File: config.mk
export PLATFORM = sky130hd
export DESIGN_NAME = serial_adder
export DESIGN_NICKNAME = d
export VERILOG_FILES = /design/src/rtl/serial_adder_pkg.sv /design/src/rtl/adder_slice.sv /design/src/rtl/serial_adder.sv
export SDC_FILE = /design/constraint.sdc
export NUM_CORES = 1
export LEC_CHECK = 0
export ABC_CLOCK_PERIOD_IN_PS = 3500
export CAP_MARGIN = 5
export CORE_AREA = 2 2 100 102
export CTS_CLUSTER_SIZE = 8
export DETAILED_ROUTE_END_ITERATION = 10
export DIE_AREA = 0 0 102 104
export GPL_TIMING_DRIVEN = 0
export MAX_ROUTING_LAYER = met4
export PLACE_DENSITY_LB_ADDON = 0.2
export SLEW_MARGIN = 40
export SYNTH_ARGS = -nofsm -noshare
export SYNTH_HDL_FRONTEND = slang
export SYNTH_HIERARCHICAL = 1
export SYNTH_SLANG_ARGS = --single-unit
File: constraint.sdc
create_clock -name clk -period 3.5 [get_ports clk]
set_input_delay 0.525 -clock clk [delete_from_list [all_inputs] [get_ports clk]]
set_output_delay 0.525 -clock clk [all_outputs]
set_load 0.1 [all_outputs]
File: src/rtl/serial_adder_pkg.sv
// Shared types and sizing helpers for the serial adder.
// Optional feature macro: SERIAL_ADDER_OVF_EN (signed overflow output).
package serial_adder_pkg;

    typedef enum logic [1:0] {
        StIdle = 2'd0,
        StRun  = 2'd1,
        StDone = 2'd2
    } state_e;

    // Number of slice cycles needed for one add.
    function automatic int unsigned calc_n(input int unsigned width, input int unsigned slice);
        return width / slice;
    endfunction

    // Slice counter width; never narrower than one bit so N == 1 still has a counter.
    function automatic int unsigned calc_cnt_w(input int unsigned width,
                                               input int unsigned slice);
        int unsigned n;
        n = width / slice;
        return (n <= 1) ? 1 : $clog2(n);
    endfunction

endpackage

File: src/rtl/adder_slice.sv
// Combinational SLICE-bit ripple-carry chain of full-adder cells.
// Optional feature macro: SERIAL_ADDER_OVF_EN (exposes carry into the MSB cell).
module adder_slice #(
    parameter int unsigned SLICE = 4
) (
    input  logic [SLICE-1:0] a,
    input  logic [SLICE-1:0] b,
    input  logic             cin,
    output logic [SLICE-1:0] s,
    output logic             c
`ifdef SERIAL_ADDER_OVF_EN
    ,
    output logic             c_msb_in
`endif
);

    logic [SLICE:0] w_carry;

    assign w_carry[0] = cin;

    for (genvar i = 0; i < SLICE; i++) begin : g_fa
        assign s[i]           = a[i] ^ b[i] ^ w_carry[i];
        assign w_carry[i + 1] = (a[i] & b[i]) | (w_carry[i] & (a[i] ^ b[i]));
    end

    assign c = w_carry[SLICE];

`ifdef SERIAL_ADDER_OVF_EN
    assign c_msb_in = w_carry[SLICE-1];
`endif

endmodule

File: src/rtl/serial_adder.sv
// Multi-cycle adder: adds SLICE bits per clock with the carry held in a register,
// valid/ready handshakes on both sides.
// Optional feature macro: SERIAL_ADDER_OVF_EN (adds the ovf signed-overflow port).
module serial_adder
    import serial_adder_pkg::*;
#(
    parameter int unsigned WIDTH = 32,
    parameter int unsigned SLICE = 4
) (
    input  logic             clk,
    input  logic             reset,
    input  logic             in_valid,
    output logic             in_ready,
    input  logic [WIDTH-1:0] a,
    input  logic [WIDTH-1:0] b,
    input  logic             cin,
    output logic             out_valid,
    input  logic             out_ready,
    output logic [WIDTH-1:0] s,
    output logic             cout
`ifdef SERIAL_ADDER_OVF_EN
    ,
    output logic             ovf
`endif
);

    localparam int unsigned N    = calc_n(WIDTH, SLICE);
    localparam int unsigned CntW = calc_cnt_w(WIDTH, SLICE);

    state_e            r_state;
    state_e            w_state_next;
    logic [WIDTH-1:0]  r_a;
    logic [WIDTH-1:0]  r_b;
    logic [WIDTH-1:0]  r_s;
    logic [WIDTH-1:0]  w_s_next;
    logic              r_carry;
    logic              r_cout;
    logic [CntW-1:0]   r_cnt;
    logic              w_accept;
    logic              w_last;
    logic [SLICE-1:0]  w_sum;
    logic              w_slice_c;
`ifdef SERIAL_ADDER_OVF_EN
    logic              r_ovf;
    logic              w_msb_c;
`endif

    assign w_accept = in_valid && (r_state == StIdle);
    assign w_last   = (r_state == StRun) && (r_cnt == CntW'(N - 1));

    adder_slice #(
        .SLICE (SLICE)
    ) u_slice (
        .a        (r_a[SLICE-1:0]),
        .b        (r_b[SLICE-1:0]),
        .cin      (r_carry),
        .s        (w_sum),
        .c        (w_slice_c)
`ifdef SERIAL_ADDER_OVF_EN
        ,
        .c_msb_in (w_msb_c)
`endif
    );

    // New sum slice enters at the MSB end; after N shifts r_s holds the full sum.
    if (N == 1) begin : g_s_single
        assign w_s_next = w_sum;
    end else begin : g_s_shift
        assign w_s_next = {w_sum, r_s[WIDTH-1:SLICE]};
    end

    // State register.
    always_ff @(posedge clk or posedge reset) begin
        if (reset) begin
            r_state <= StIdle;
        end else begin
            r_state <= w_state_next;
        end
    end

    // Next-state decode.
    always_comb begin
        w_state_next = r_state;
        unique case (r_state)
            StIdle:  if (in_valid)  w_state_next = StRun;
            StRun:   if (w_last)    w_state_next = StDone;
            StDone:  if (out_ready) w_state_next = StIdle;
            default:                w_state_next = StIdle;
        endcase
    end

    // Operand shift registers, carry, counter and result registers.
    always_ff @(posedge clk or posedge reset) begin
        if (reset) begin
            r_a     <= '0;
            r_b     <= '0;
            r_s     <= '0;
            r_carry <= 1'b0;
            r_cout  <= 1'b0;
            r_cnt   <= '0;
`ifdef SERIAL_ADDER_OVF_EN
            r_ovf   <= 1'b0;
`endif
        end else if (w_accept) begin
            r_a     <= a;
            r_b     <= b;
            r_carry <= cin;
            r_cnt   <= '0;
        end else if (r_state == StRun) begin
            r_a     <= r_a >> SLICE;
            r_b     <= r_b >> SLICE;
            r_s     <= w_s_next;
            r_carry <= w_slice_c;
            r_cnt   <= r_cnt + CntW'(1);
            if (w_last) begin
                r_cout <= w_slice_c;
`ifdef SERIAL_ADDER_OVF_EN
                // Signed overflow: carry into MSB differs from carry out of MSB.
                r_ovf  <= w_msb_c ^ w_slice_c;
`endif
            end
        end
    end

    assign in_ready  = (r_state == StIdle);
    assign out_valid = (r_state == StDone);
    assign s         = r_s;
    assign cout      = r_cout;
`ifdef SERIAL_ADDER_OVF_EN
    assign ovf       = r_ovf;
`endif

endmodule

==> impl_metrics.prom, run 1 <==
# TYPE chip_impl_metric gauge
chip_impl_metric{name="finalHoldViolCount",unit=""} 0
chip_impl_metric{name="total_of_hold_buffers_inserted_after_clock_tree_synthesis",unit=""} 0
chip_impl_metric{name="ant_cells",unit=""} 0
chip_impl_info{name="critical_path.slowest_cell",value="sky130_fd_sc_hd__buf_2"} 1
chip_impl_metric{name="worst_clock_skew",unit="ns"} 0.0111
chip_impl_metric{name="finalWeightedCongestion",unit=""} 0.848
chip_impl_info{name="timing.critical_path.cells",value="buf_2 > buf_4 > nand2b_1 > inv_1 > buf_2"} 1
chip_impl_metric{name="share_of_async_settable_or_async_resettable_flops_after_synthesis",unit=""} 1.00
chip_impl_metric{name="grt-ovfl-total",unit=""} 0
chip_impl_info{name="largest_delay_contributor_family_on_the_critical_path",value="buffers and inverters"} 1
chip_impl_metric{name="met1Wirelength",unit="µm"} 4850
chip_impl_metric{name="met2WireLength",unit="µm"} 4830
chip_impl_metric{name="detailroute.via_count",unit=""} 3649
chip_impl_metric{name="die_width",unit="µm"} 102
chip_impl_info{name="synth_top_family_by_area",value="simple AND/OR/NAND/NOR gates"} 1
chip_impl_info{name="cpMostUsedCell",value="sky130_fd_sc_hd__buf_2"} 1
chip_impl_metric{name="place_hpwl",unit="µm"} 7690
chip_impl_metric{name="remaining_drc_errors",unit=""} 0
chip_impl_metric{name="r2r_setup_slack",unit="ns"} 1.29
chip_impl_metric{name="n_fill_cell",unit=""} 844
chip_impl_metric{name="port_buffers",unit=""} 103
chip_impl_metric{name="worstSetupPathDepth",unit=""} 5
chip_impl_metric{name="synth.yosys.seq_area_share",unit=""} 0.546
chip_impl_metric{name="grt_max_degree",unit=""} 61
chip_impl_info{name="synth.area.top_cells",value="sky130_fd_sc_hd__dfrtp_1 55%, sky130_fd_sc_hd__nor3_1 12%, sky130_fd_sc_hd__nor3b_1 8.7%"} 1
chip_impl_info{name="rsz0062_at_grt",value="false"} 1
chip_impl_metric{name="buffers_inverters_on_critical_path",unit=""} 4
chip_impl_metric{name="synth_fp_nets",unit=""} 520
chip_impl_metric{name="crit_path_max_incr_delay",unit="ns"} 0.42
chip_impl_metric{name="cp.arrival",unit="ns"} 1.79
chip_impl_metric{name="fin_crit_sh",unit=""} 0.663
chip_impl_metric{name="met3_length",unit="µm"} 557
chip_impl_info{name="worstReg2RegEnd",value="s[31]"} 1
chip_impl_metric{name="worstPathRequired",unit="ns"} 2.97
chip_impl_info{name="ctsRootBufferMaster",value="sky130_fd_sc_hd__clkbuf_8"} 1
chip_impl_metric{name="row_count",unit=""} 36
chip_impl_info{name="hp-class",value="flop to flop"} 1
chip_impl_metric{name="cap_viol_max_count",unit=""} 0
chip_impl_info{name="run_status",value="finished, final reports clean"} 1
chip_impl_metric{name="fp.dieH",unit="µm"} 104
chip_impl_metric{name="postCtsResizedCells",unit=""} 0
chip_impl_metric{name="post-cts-setup-buffer-count",unit=""} 0
chip_impl_metric{name="worst_max_slew_pin_slew",unit="ns"} 0.501
chip_impl_metric{name="synth-compound-area-share",unit=""} 0.0297
chip_impl_metric{name="setup_viol",unit=""} 0
chip_impl_metric{name="drt_pre_antenna_iters",unit=""} 4
chip_impl_metric{name="detail-route-antenna-nets",unit=""} 0
chip_impl_metric{name="numCtsBuffers",unit=""} 9
chip_impl_info{name="criticalPathCategory",value="flop to output pin"} 1
chip_impl_metric{name="first_global_vias",unit=""} 3574
chip_impl_metric{name="clk_path_buf_depth",unit=""} 2
chip_impl_metric{name="die_area",unit="mm²"} 0.0106
chip_impl_info{name="highest-signal-layer",value="met4"} 1
chip_impl_metric{name="timing_max_transition_violations_final",unit=""} 0
chip_impl_metric{name="synthesis.instances",unit=""} 445
chip_impl_metric{name="final_period_minus_worst_setup_slack",unit="ns"} 2.32
chip_impl_metric{name="slew-limit-headroom",unit=""} 0.666
chip_impl_info{name="cp-start-kind",value="flop"} 1
chip_impl_info{name="yosysTopAreaCell",value="sky130_fd_sc_hd__dfrtp_1"} 1
chip_impl_metric{name="synthesis.area",unit="mm²"} 0.00472
chip_impl_info{name="synth_top_cells_by_count",value="110 x sky130_fd_sc_hd__nor3_1, 103 x sky130_fd_sc_hd__dfrtp_1, 58 x sky130_fd_sc_hd__nor2_1"} 1
chip_impl_info{name="worst_setup_path_endpoint",value="out_valid"} 1
chip_impl_metric{name="post_synth_mux_area_share",unit=""} 0.0787
chip_impl_info{name="synthFlopType",value="sky130_fd_sc_hd__dfrtp_1"} 1
chip_impl_metric{name="htree_levels",unit=""} 3
chip_impl_metric{name="synth-edff-count",unit=""} 0
chip_impl_metric{name="core_area",unit="mm²"} 0.00955
chip_impl_metric{name="worst_path_maximum_fanout",unit=""} 10
chip_impl_metric{name="gr-usage-all-layers",unit=""} 0.209
chip_impl_metric{name="post-synth-top-area-fraction",unit=""} 0.546
chip_impl_metric{name="layout.area.seq",unit="mm²"} 0.00258
chip_impl_metric{name="initial_core_utilization",unit=""} 0.495
chip_impl_info{name="tritoncts_clock_tree",value="done"} 1
chip_impl_metric{name="totalWireLength",unit="µm"} 10400
chip_impl_metric{name="synth_seq_cells",unit=""} 103
chip_impl_metric{name="synth.lib_cells_used.distinct",unit=""} 24
chip_impl_metric{name="wire_length_of_the_first_global_routing_pass",unit="µm"} 17200
chip_impl_info{name="timing.critical_path.from",value="r_state[1]"} 1
chip_impl_metric{name="total_area_of_multi_input_combinational_cells",unit="mm²"} 0.00187
chip_impl_metric{name="avgRoutedWirePerCell",unit="µm"} 14.9
chip_impl_metric{name="ys_warn_count",unit=""} 6
chip_impl_metric{name="insertion_delay",unit="ns"} 0.36
chip_impl_metric{name="synthXorXnorAreaFrac",unit=""} 0
chip_impl_metric{name="ioPinCount",unit=""} 104
chip_impl_metric{name="area_growth",unit="%"} 26.2
chip_impl_metric{name="fin_nets",unit=""} 635
chip_impl_metric{name="antenna_found_initial",unit=""} 0
chip_impl_info{name="reg2reg_from",value="r_a[0]"} 1
chip_impl_metric{name="synth-adder-area-share",unit=""} 0.0223
chip_impl_metric{name="r2r_cells",unit=""} 9
chip_impl_metric{name="cts.clk_slew.worst_paths",unit="ns"} 0.10
chip_impl_metric{name="finalSetupTns",unit="ns"} 0
chip_impl_metric{name="cts_sinks",unit=""} 103
chip_impl_metric{name="via_per_inst",unit=""} 5.23
chip_impl_metric{name="syn_area_per_cell",unit="µm²"} 10.6
chip_impl_metric{name="drc_marker_count_from_the_first_detailed_route_iteration",unit=""} 121
chip_impl_info{name="critPathCaptureType",value="output pin"} 1
chip_impl_metric{name="drive_above_1_share",unit=""} 0.204
chip_impl_metric{name="synthesized_area_fraction_occupied_by_and_or_nand_nor_cells",unit=""} 0.265
chip_impl_info{name="yosys.cell_count.top_type",value="sky130_fd_sc_hd__nor3_1"} 1
chip_impl_metric{name="timing.fmax",unit="GHz"} 0.431
worst min path at each step:
| stage | to | cells past startpoint | from |
|---|---|---|---|
| finish | r_cnt[0] | 1 | r_cnt[0] |
| global route | r_cnt[0] | 1 | r_cnt[0] |
| CTS | r_cnt[0] | 1 | r_cnt[0] |
| detailed placement | r_cnt[0] | 1 | r_cnt[0] |
| global placement | r_cnt[0] | 1 | r_cnt[0] |
| floorplan | r_cnt[0] | 1 | r_cnt[0] |
cell families (layout without fill, tap and decap cells):
family / count (synthesis) / in the layout
and+or+nand+nor: 235 / 235
DFF: 103 / 103
buffers and inverters: 50 / 170
muxes: 33 / 33
AOI/OAI and AO/OA: 18 / 18
adders and majority gates: 6 / 6
through the flow:
| stage | util | setup slack (ns) | hold slack (ns) | cell area, µm² | instances |
|---|---|---|---|---|---|
| global route | 0.624 | 1.11 | 0.511 | 5960 | 698 |
| CTS | 0.624 | 1.19 | 0.490 | 5960 | 698 |
| finish | 0.624 | 1.18 | 0.485 | 5960 | 698 |
| global placement | 0.620 | -1.21 | 0.465 | 5920 | 681 |
| floorplan | - | 0.271 | 0.446 | 4720 | 445 |
| detailed placement | 0.605 | 1.32 | 0.476 | 5780 | 682 |
layout make-up:
type / instances / share of cell area
inverters: 12 / 0.00882
plain buffers: 38 / 0.0386
repair buffers: 104 / 0.148
clock inverters: 7 / 0.00924
well taps: 133 / 0.0279
flip-flops and latches: 103 / 0.432
multi-input cells: 292 / 0.314
clock buffers: 9 / 0.0208
worst register-to-register path, stage by stage (launching register included):
cell	delay (ns)
sky130_fd_sc_hd__dfrtp_1	0.42
sky130_fd_sc_hd__fa_1	0.42
sky130_fd_sc_hd__inv_1	0.09
sky130_fd_sc_hd__fa_1	0.17
sky130_fd_sc_hd__inv_1	0.05
sky130_fd_sc_hd__fa_1	0.35
sky130_fd_sc_hd__inv_1	0.07
sky130_fd_sc_hd__fa_1	0.40
sky130_fd_sc_hd__inv_1	0.06
sky130_fd_sc_hd__mux2_2	0.13
sequential cells by signal, indices dropped and copies added (netlist names):
register / count
r_a: 32
r_b: 32
s: 32
r_cnt: 3
r_state: 2
cout: 1
r_carry: 1
metal layers:
layer	GRT usage	vias up
li1	-	1767
met1	0.295	1751
met2	0.317	114
met3	0.0349	17
met4	0.0543	0
met5	-	-
cell usage in the layout (no fill, tap or decap), types with 4 or more instances in the layout:
cell type                         netlist  final
sky130_fd_sc_hd__a22o_1                 9      9
sky130_fd_sc_hd__buf_2                 13     48
sky130_fd_sc_hd__buf_4                  9      9
sky130_fd_sc_hd__buf_6                  5      5
sky130_fd_sc_hd__clkbuf_1              11     11
sky130_fd_sc_hd__clkbuf_8               0      9
sky130_fd_sc_hd__clkdlybuf4s50_1        0     68
sky130_fd_sc_hd__dfrtp_1              103    103
sky130_fd_sc_hd__fa_1                   4      4
sky130_fd_sc_hd__inv_1                 12     11
sky130_fd_sc_hd__mux2_2                33     33
sky130_fd_sc_hd__nand2b_1               5      5
sky130_fd_sc_hd__nor2_1                58     58
sky130_fd_sc_hd__nor3_1               110    110
sky130_fd_sc_hd__nor3b_1               55     55
sky130_fd_sc_hd__o21ai_0                4      4
Power of run 1 is not shown: default switching activity piles up to over one toggle a cycle in this logic, so the estimate is an artifact.
==> run 2, diff against run 1 <==
Settings changed: ABC_CLOCK_PERIOD_IN_PS 3500 to 2400.
Clock period 3.5 ns to 2.4 ns, I/O delays scaled along.
==> impl_metrics.prom, run 2 (synthesis results as in run 1) <==
# TYPE chip_impl_metric gauge
chip_impl_info{name="ctsRootBufferMaster",value="sky130_fd_sc_hd__clkbuf_8"} 1
chip_impl_metric{name="fin_nets",unit=""} 638
chip_impl_metric{name="cts_sinks",unit=""} 103
chip_impl_info{name="criticalPathCategory",value="flop to flop"} 1
chip_impl_metric{name="worst_max_slew_pin_slew",unit="ns"} 0.515
chip_impl_metric{name="cp.arrival",unit="ns"} 2.52
chip_impl_info{name="reg2reg_from",value="r_a[0]"} 1
chip_impl_metric{name="worst_clock_skew",unit="ns"} 0.0101
chip_impl_metric{name="final_period_minus_worst_setup_slack",unit="ns"} 2.21
chip_impl_metric{name="finalWeightedCongestion",unit=""} 0.845
chip_impl_metric{name="clk_path_buf_depth",unit=""} 2
chip_impl_metric{name="ant_cells",unit=""} 0
chip_impl_metric{name="worst_path_maximum_fanout",unit=""} 2
chip_impl_metric{name="grt-ovfl-total",unit=""} 0
chip_impl_metric{name="placed_cells",unit=""} 685
chip_impl_metric{name="postCtsResizedCells",unit=""} 0
chip_impl_metric{name="drive_above_1_share",unit=""} 0.210
chip_impl_metric{name="instances_no_fill",unit=""} 701
chip_impl_metric{name="fin_crit_sh",unit=""} 0.922
chip_impl_metric{name="htree_levels",unit=""} 3
chip_impl_metric{name="port_buffers",unit=""} 103
chip_impl_info{name="rsz0062_at_grt",value="false"} 1
chip_impl_metric{name="die_area",unit="mm²"} 0.0106
chip_impl_metric{name="cts.clk_slew.worst_paths",unit="ns"} 0.10
chip_impl_metric{name="ioPinCount",unit=""} 104
chip_impl_info{name="mostFrequentLayoutCell",value="sky130_fd_sc_hd__nor3_1"} 1
chip_impl_metric{name="n_fill_cell",unit=""} 838
chip_impl_metric{name="finalSetupTns",unit="ns"} 0
chip_impl_metric{name="insertion_delay",unit="ns"} 0.36
chip_impl_metric{name="fp.dieH",unit="µm"} 104
chip_impl_metric{name="totalWireLength",unit="µm"} 10800
chip_impl_metric{name="total_of_hold_buffers_inserted_after_clock_tree_synthesis",unit=""} 0
chip_impl_metric{name="wire_length_of_the_first_global_routing_pass",unit="µm"} 18100
chip_impl_metric{name="antenna_found_initial",unit=""} 0
chip_impl_metric{name="timing_max_transition_violations_final",unit=""} 0
chip_impl_metric{name="via_per_inst",unit=""} 5.26
chip_impl_info{name="run_status",value="finished, final reports clean"} 1
chip_impl_metric{name="timing.fmax",unit="GHz"} 0.452
chip_impl_metric{name="place_hpwl",unit="µm"} 8130
chip_impl_metric{name="setup_viol",unit=""} 0
chip_impl_metric{name="slew-limit-headroom",unit=""} 0.656
chip_impl_metric{name="detailroute.via_count",unit=""} 3689
chip_impl_metric{name="grt_max_degree",unit=""} 26
chip_impl_metric{name="worstPathRequired",unit="ns"} 2.71
chip_impl_metric{name="post-cts-setup-buffer-count",unit=""} 0
chip_impl_info{name="mostFrequentLayoutCells",value="110 x sky130_fd_sc_hd__nor3_1, 103 x sky130_fd_sc_hd__dfrtp_1, 68 x sky130_fd_sc_hd__clkdlybuf4s50_1, 57 x sky130_fd_sc_hd__nor2_1, 55 x sky130_fd_sc_hd__nor3b_1"} 1
chip_impl_metric{name="drc_marker_count_from_the_first_detailed_route_iteration",unit=""} 156
chip_impl_info{name="tritoncts_clock_tree",value="done"} 1
chip_impl_metric{name="finalHoldViolCount",unit=""} 0
chip_impl_metric{name="row_count",unit=""} 36
chip_impl_metric{name="first_global_vias",unit=""} 3719
chip_impl_metric{name="gr-usage-all-layers",unit=""} 0.221
chip_impl_metric{name="die_width",unit="µm"} 102
chip_impl_info{name="cp-start-kind",value="flop"} 1
chip_impl_metric{name="area_growth",unit="%"} 27.8
chip_impl_info{name="hp-class",value="input pin to asynchronous set/reset pin"} 1
chip_impl_metric{name="numCtsBuffers",unit=""} 9
chip_impl_info{name="critPathCaptureType",value="flop"} 1
chip_impl_metric{name="initial_core_utilization",unit=""} 0.495
chip_impl_metric{name="drt_pre_antenna_iters",unit=""} 4
chip_impl_metric{name="cap_viol_max_count",unit=""} 0
chip_impl_metric{name="postLayoutCoreUtil",unit=""} 0.632
chip_impl_metric{name="detail-route-antenna-nets",unit=""} 0
chip_impl_metric{name="core_area",unit="mm²"} 0.00955
chip_impl_metric{name="remaining_drc_errors",unit=""} 0
chip_impl_info{name="timing.critical_path.from",value="r_a[0]"} 1
chip_impl_metric{name="avgRoutedWirePerCell",unit="µm"} 15.4
run 2: cell types whose count changed in the layout (fill, tap and decap cells not counted):
cell,previous run,this run
sky130_fd_sc_hd__nor2_1,58,57
sky130_fd_sc_hd__inv_8,1,0
sky130_fd_sc_hd__buf_8,0,1
sky130_fd_sc_hd__nor2_2,0,1
sky130_fd_sc_hd__bufinv_16,0,1
sky130_fd_sc_hd__buf_12,0,2
run 2: final cells by class:
class	count	area [µm²]	area share
inverters	12	48.8	0.00808
multi-input cells	292	1870	0.310
flip-flops and latches	103	2580	0.427
clock inverters	7	77.6	0.0129
repair buffers	107	938	0.155
plain buffers	38	230	0.0381
clock buffers	9	124	0.0205
well taps	133	166	0.0276
run 2: worst paths after layout:
kind | end | slack, ns | cells past startpoint
setup reg to reg | s[31] | 0.19 | 9
max in group asynchronous | r_b[14] | 1.20 | 5
hold reg to reg | r_cnt[0] | 0.50 | 1
setup / recovery | s[31] | 0.19 | 9
min in group clk | r_cnt[0] | 0.50 | 1
hold / removal | r_a[6] | 0.36 | 2
run 2: worst max-delay path: stages, from the launching register on:
cell and delay, ns:
sky130_fd_sc_hd__dfrtp_1 0.41, sky130_fd_sc_hd__fa_1 0.42, sky130_fd_sc_hd__inv_1 0.10, sky130_fd_sc_hd__fa_1 0.17
sky130_fd_sc_hd__inv_1 0.05, sky130_fd_sc_hd__fa_1 0.35, sky130_fd_sc_hd__inv_1 0.07, sky130_fd_sc_hd__fa_1 0.40
sky130_fd_sc_hd__inv_1 0.06, sky130_fd_sc_hd__mux2_2 0.13
run 2: layer usage:
metal	share of wire	routed length, µm	global-route usage	vias to the layer above
met5	0	0	-	-
met1	0.46	5030	0.310	1805
met3	0.045	483	0.0329	9
li1	-	-	-	1784
met2	0.48	5210	0.345	91
met4	0.0098	106	0.0476	0
run 2: stage by stage:
step | hold slack, ns | area, µm² | worst slack, ns
2_1_floorplan | 0.446 | 4730 | 0.317
3_3_place_gp | 0.465 | 5930 | -0.207
3_5_place_dp | 0.491 | 5830 | 0.210
4_1_cts | 0.364 | 6040 | 0.185
5_1_grt | 0.382 | 6040 | 0.0740
6_report | 0.360 | 6040 | 0.186
Power of run 2 is left out for the same reason.
==> run 3, diff against run 2 <==
Settings changed: SLEW_MARGIN 40 to 20.
==> impl_metrics.prom, run 3 (synthesis results as in run 1) <==
# TYPE chip_impl_metric gauge
chip_impl_info{name="run_status",value="finished, final reports clean"} 1
chip_impl_metric{name="totalWireLength",unit="µm"} 10700
chip_impl_metric{name="worstSetupPathDepth",unit=""} 3
chip_impl_metric{name="antenna_found_initial",unit=""} 0
chip_impl_metric{name="setup_viol",unit=""} 0
chip_impl_metric{name="finalWeightedCongestion",unit=""} 0.845
chip_impl_info{name="cp-start-kind",value="flop"} 1
chip_impl_metric{name="wire_length_of_the_first_global_routing_pass",unit="µm"} 18300
chip_impl_metric{name="power.static_leakage",unit="nW"} 2.60
chip_impl_metric{name="drt_pre_antenna_iters",unit=""} 4
chip_impl_metric{name="buffers_inverters_on_critical_path",unit=""} 2
chip_impl_metric{name="worst_clock_skew",unit="ns"} 0.00656
chip_impl_info{name="hp-class",value="input pin to asynchronous set/reset pin"} 1
chip_impl_info{name="critPathCaptureType",value="output pin"} 1
chip_impl_info{name="largest_delay_contributor_family_on_the_critical_path",value="buffers and inverters"} 1
chip_impl_metric{name="detailroute.via_count",unit=""} 3656
chip_impl_metric{name="vdd_drop_max",unit="V"} 0.000878
chip_impl_metric{name="layout.cell_area.non_filler",unit="mm²"} 0.00619
chip_impl_info{name="criticalPathCategory",value="flop to output pin"} 1
chip_impl_metric{name="worstPathRequired",unit="ns"} 2.04
chip_impl_metric{name="grt_max_degree",unit=""} 34
chip_impl_metric{name="initial_core_utilization",unit=""} 0.495
chip_impl_metric{name="finalHoldViolCount",unit=""} 0
chip_impl_metric{name="die_width",unit="µm"} 102
chip_impl_metric{name="post-cts-setup-buffer-count",unit=""} 0
chip_impl_metric{name="worst_max_slew_pin_slew",unit="ns"} 1.01
chip_impl_metric{name="r2r_cells",unit=""} 9
chip_impl_metric{name="avgRoutedWirePerCell",unit="µm"} 15.3
chip_impl_metric{name="timing.fmax",unit="GHz"} 0.432
chip_impl_metric{name="n_fill_cell",unit=""} 825
chip_impl_metric{name="total_area_of_multi_input_combinational_cells",unit="mm²"} 0.00187
chip_impl_metric{name="die_area",unit="mm²"} 0.0106
chip_impl_metric{name="remaining_drc_errors",unit=""} 0
chip_impl_info{name="mostFrequentLayoutCell",value="sky130_fd_sc_hd__nor3_1"} 1
chip_impl_metric{name="area_growth",unit="%"} 31.2
chip_impl_metric{name="area_after_dpl",unit="mm²"} 0.00599
chip_impl_metric{name="numCtsBuffers",unit=""} 9
chip_impl_metric{name="fin_crit_sh",unit=""} 0.964
chip_impl_metric{name="timing_max_transition_violations_final",unit=""} 0
chip_impl_metric{name="detail-route-antenna-nets",unit=""} 0
chip_impl_metric{name="slew-limit-headroom",unit=""} 0.323
chip_impl_metric{name="grt-ovfl-total",unit=""} 0
chip_impl_metric{name="cap_viol_max_count",unit=""} 0
chip_impl_info{name="ctsRootBufferMaster",value="sky130_fd_sc_hd__clkbuf_8"} 1
chip_impl_metric{name="cts_sinks",unit=""} 103
chip_impl_metric{name="final_period_minus_worst_setup_slack",unit="ns"} 2.31
chip_impl_metric{name="cts.clk_slew.worst_paths",unit="ns"} 0.10
chip_impl_metric{name="pwr_cell_area",unit="mW/mm²"} 1610
chip_impl_metric{name="port_buffers",unit=""} 103
chip_impl_metric{name="drc_marker_count_from_the_first_detailed_route_iteration",unit=""} 141
chip_impl_metric{name="drive_above_1_share",unit=""} 0.148
chip_impl_metric{name="place_hpwl",unit="µm"} 8030
chip_impl_metric{name="htree_levels",unit=""} 3
chip_impl_info{name="critical_path.slowest_cell",value="sky130_fd_sc_hd__dlygate4sd2_1"} 1
chip_impl_metric{name="fin_nets",unit=""} 637
chip_impl_metric{name="via_per_inst",unit=""} 5.22
chip_impl_info{name="rsz0062_at_grt",value="false"} 1
chip_impl_metric{name="total_of_hold_buffers_inserted_after_clock_tree_synthesis",unit=""} 0
chip_impl_info{name="mostFrequentLayoutCells",value="110 x sky130_fd_sc_hd__nor3_1, 103 x sky130_fd_sc_hd__dfrtp_1, 101 x sky130_fd_sc_hd__clkdlybuf4s50_1, 57 x sky130_fd_sc_hd__nor2_1, 55 x sky130_fd_sc_hd__nor3b_1"} 1
chip_impl_metric{name="core_area",unit="mm²"} 0.00955
chip_impl_metric{name="postLayoutCoreUtil",unit=""} 0.649
chip_impl_metric{name="worst_path_maximum_fanout",unit=""} 10
chip_impl_metric{name="cp.arrival",unit="ns"} 1.95
chip_impl_metric{name="crit_path_max_incr_delay",unit="ns"} 0.88
chip_impl_info{name="timing.critical_path.cells",value="buf_6 > nor2_2 > dlygate4sd2_1"} 1
chip_impl_metric{name="clk_path_buf_depth",unit=""} 2
chip_impl_metric{name="first_global_vias",unit=""} 3800
chip_impl_metric{name="fp.dieH",unit="µm"} 104
chip_impl_metric{name="insertion_delay",unit="ns"} 0.37
chip_impl_metric{name="gr-usage-all-layers",unit=""} 0.225
chip_impl_info{name="tritoncts_clock_tree",value="done"} 1
chip_impl_metric{name="row_count",unit=""} 36
chip_impl_metric{name="layout.area.seq",unit="mm²"} 0.00258
chip_impl_metric{name="ant_cells",unit=""} 0
chip_impl_metric{name="total_power",unit="mW"} 9.94
chip_impl_metric{name="r2r_setup_slack",unit="ns"} 0.22
chip_impl_metric{name="ioPinCount",unit=""} 104
chip_impl_metric{name="finalSetupTns",unit="ns"} 0
## run 3: timing repair
| action | in CTS | in global routing |
|---|---|---|
| setup endpoints to repair | 2 | 1 |
| endpoints found under the hold margin | 0 | 0 |
| resized for setup | 4 | 2 |
| pin swaps | 0 | 0 |
## run 3: through the flow
step	hold slack, ns	std cells	setup WS, ns
after floorplan	0.446	445	0.317
after global placement	0.465	681	-0.207
after detailed placement	0.490	684	-0.0981
after CTS	0.333	700	0.0564
after global routing	0.335	700	0.0248
final	0.325	700	0.0866
## run 3: power breakdown
part           switching [mW]  total, mW  internal [mW]
clock                   0.644       1.15          0.509
combinational            3.71       5.67           1.96
sequential              0.520       3.12           2.60
## run 3: cell type report
class	instances	share of cell area
clock buffers	9	0.0200
repair buffers	106	0.175
multi-input cells	292	0.302
plain buffers	38	0.0372
well taps	133	0.0269
clock inverters	7	0.0145
inverters	12	0.00788
flip-flops and latches	103	0.416
## run 3: worst register-to-register path, delay by kind of cell (launching register included)
family	cells	cell delay, ns
multiplexers	1	0.13
flip-flops	1	0.42
adder cells (fa/ha/maj)	4	1.33
buffers and inverters	4	0.26
## run 3: final timing paths
| path | from | to |
|---|---|---|
| setup / recovery | r_state[0] | in_ready |
| hold / removal | reset | r_a[7] |
| setup reg to reg | r_a[0] | s[31] |
| hold reg to reg | r_cnt[0] | r_cnt[0] |
| max in group asynchronous | reset | r_b[25] |
| min in group clk | r_cnt[0] | r_cnt[0] |
## run 3: metal layers
metal  routed length, µm  up-vias  GRT usage  part of all wire
met4                 139        0     0.0648             0.013
met2                5160       91      0.343              0.48
met3                 383       13     0.0370             0.036
met5                   0        -          -                 0
li1                    -     1774          -                 -
met1                5030     1778      0.312              0.47
(Power assumes the default switching activity.)
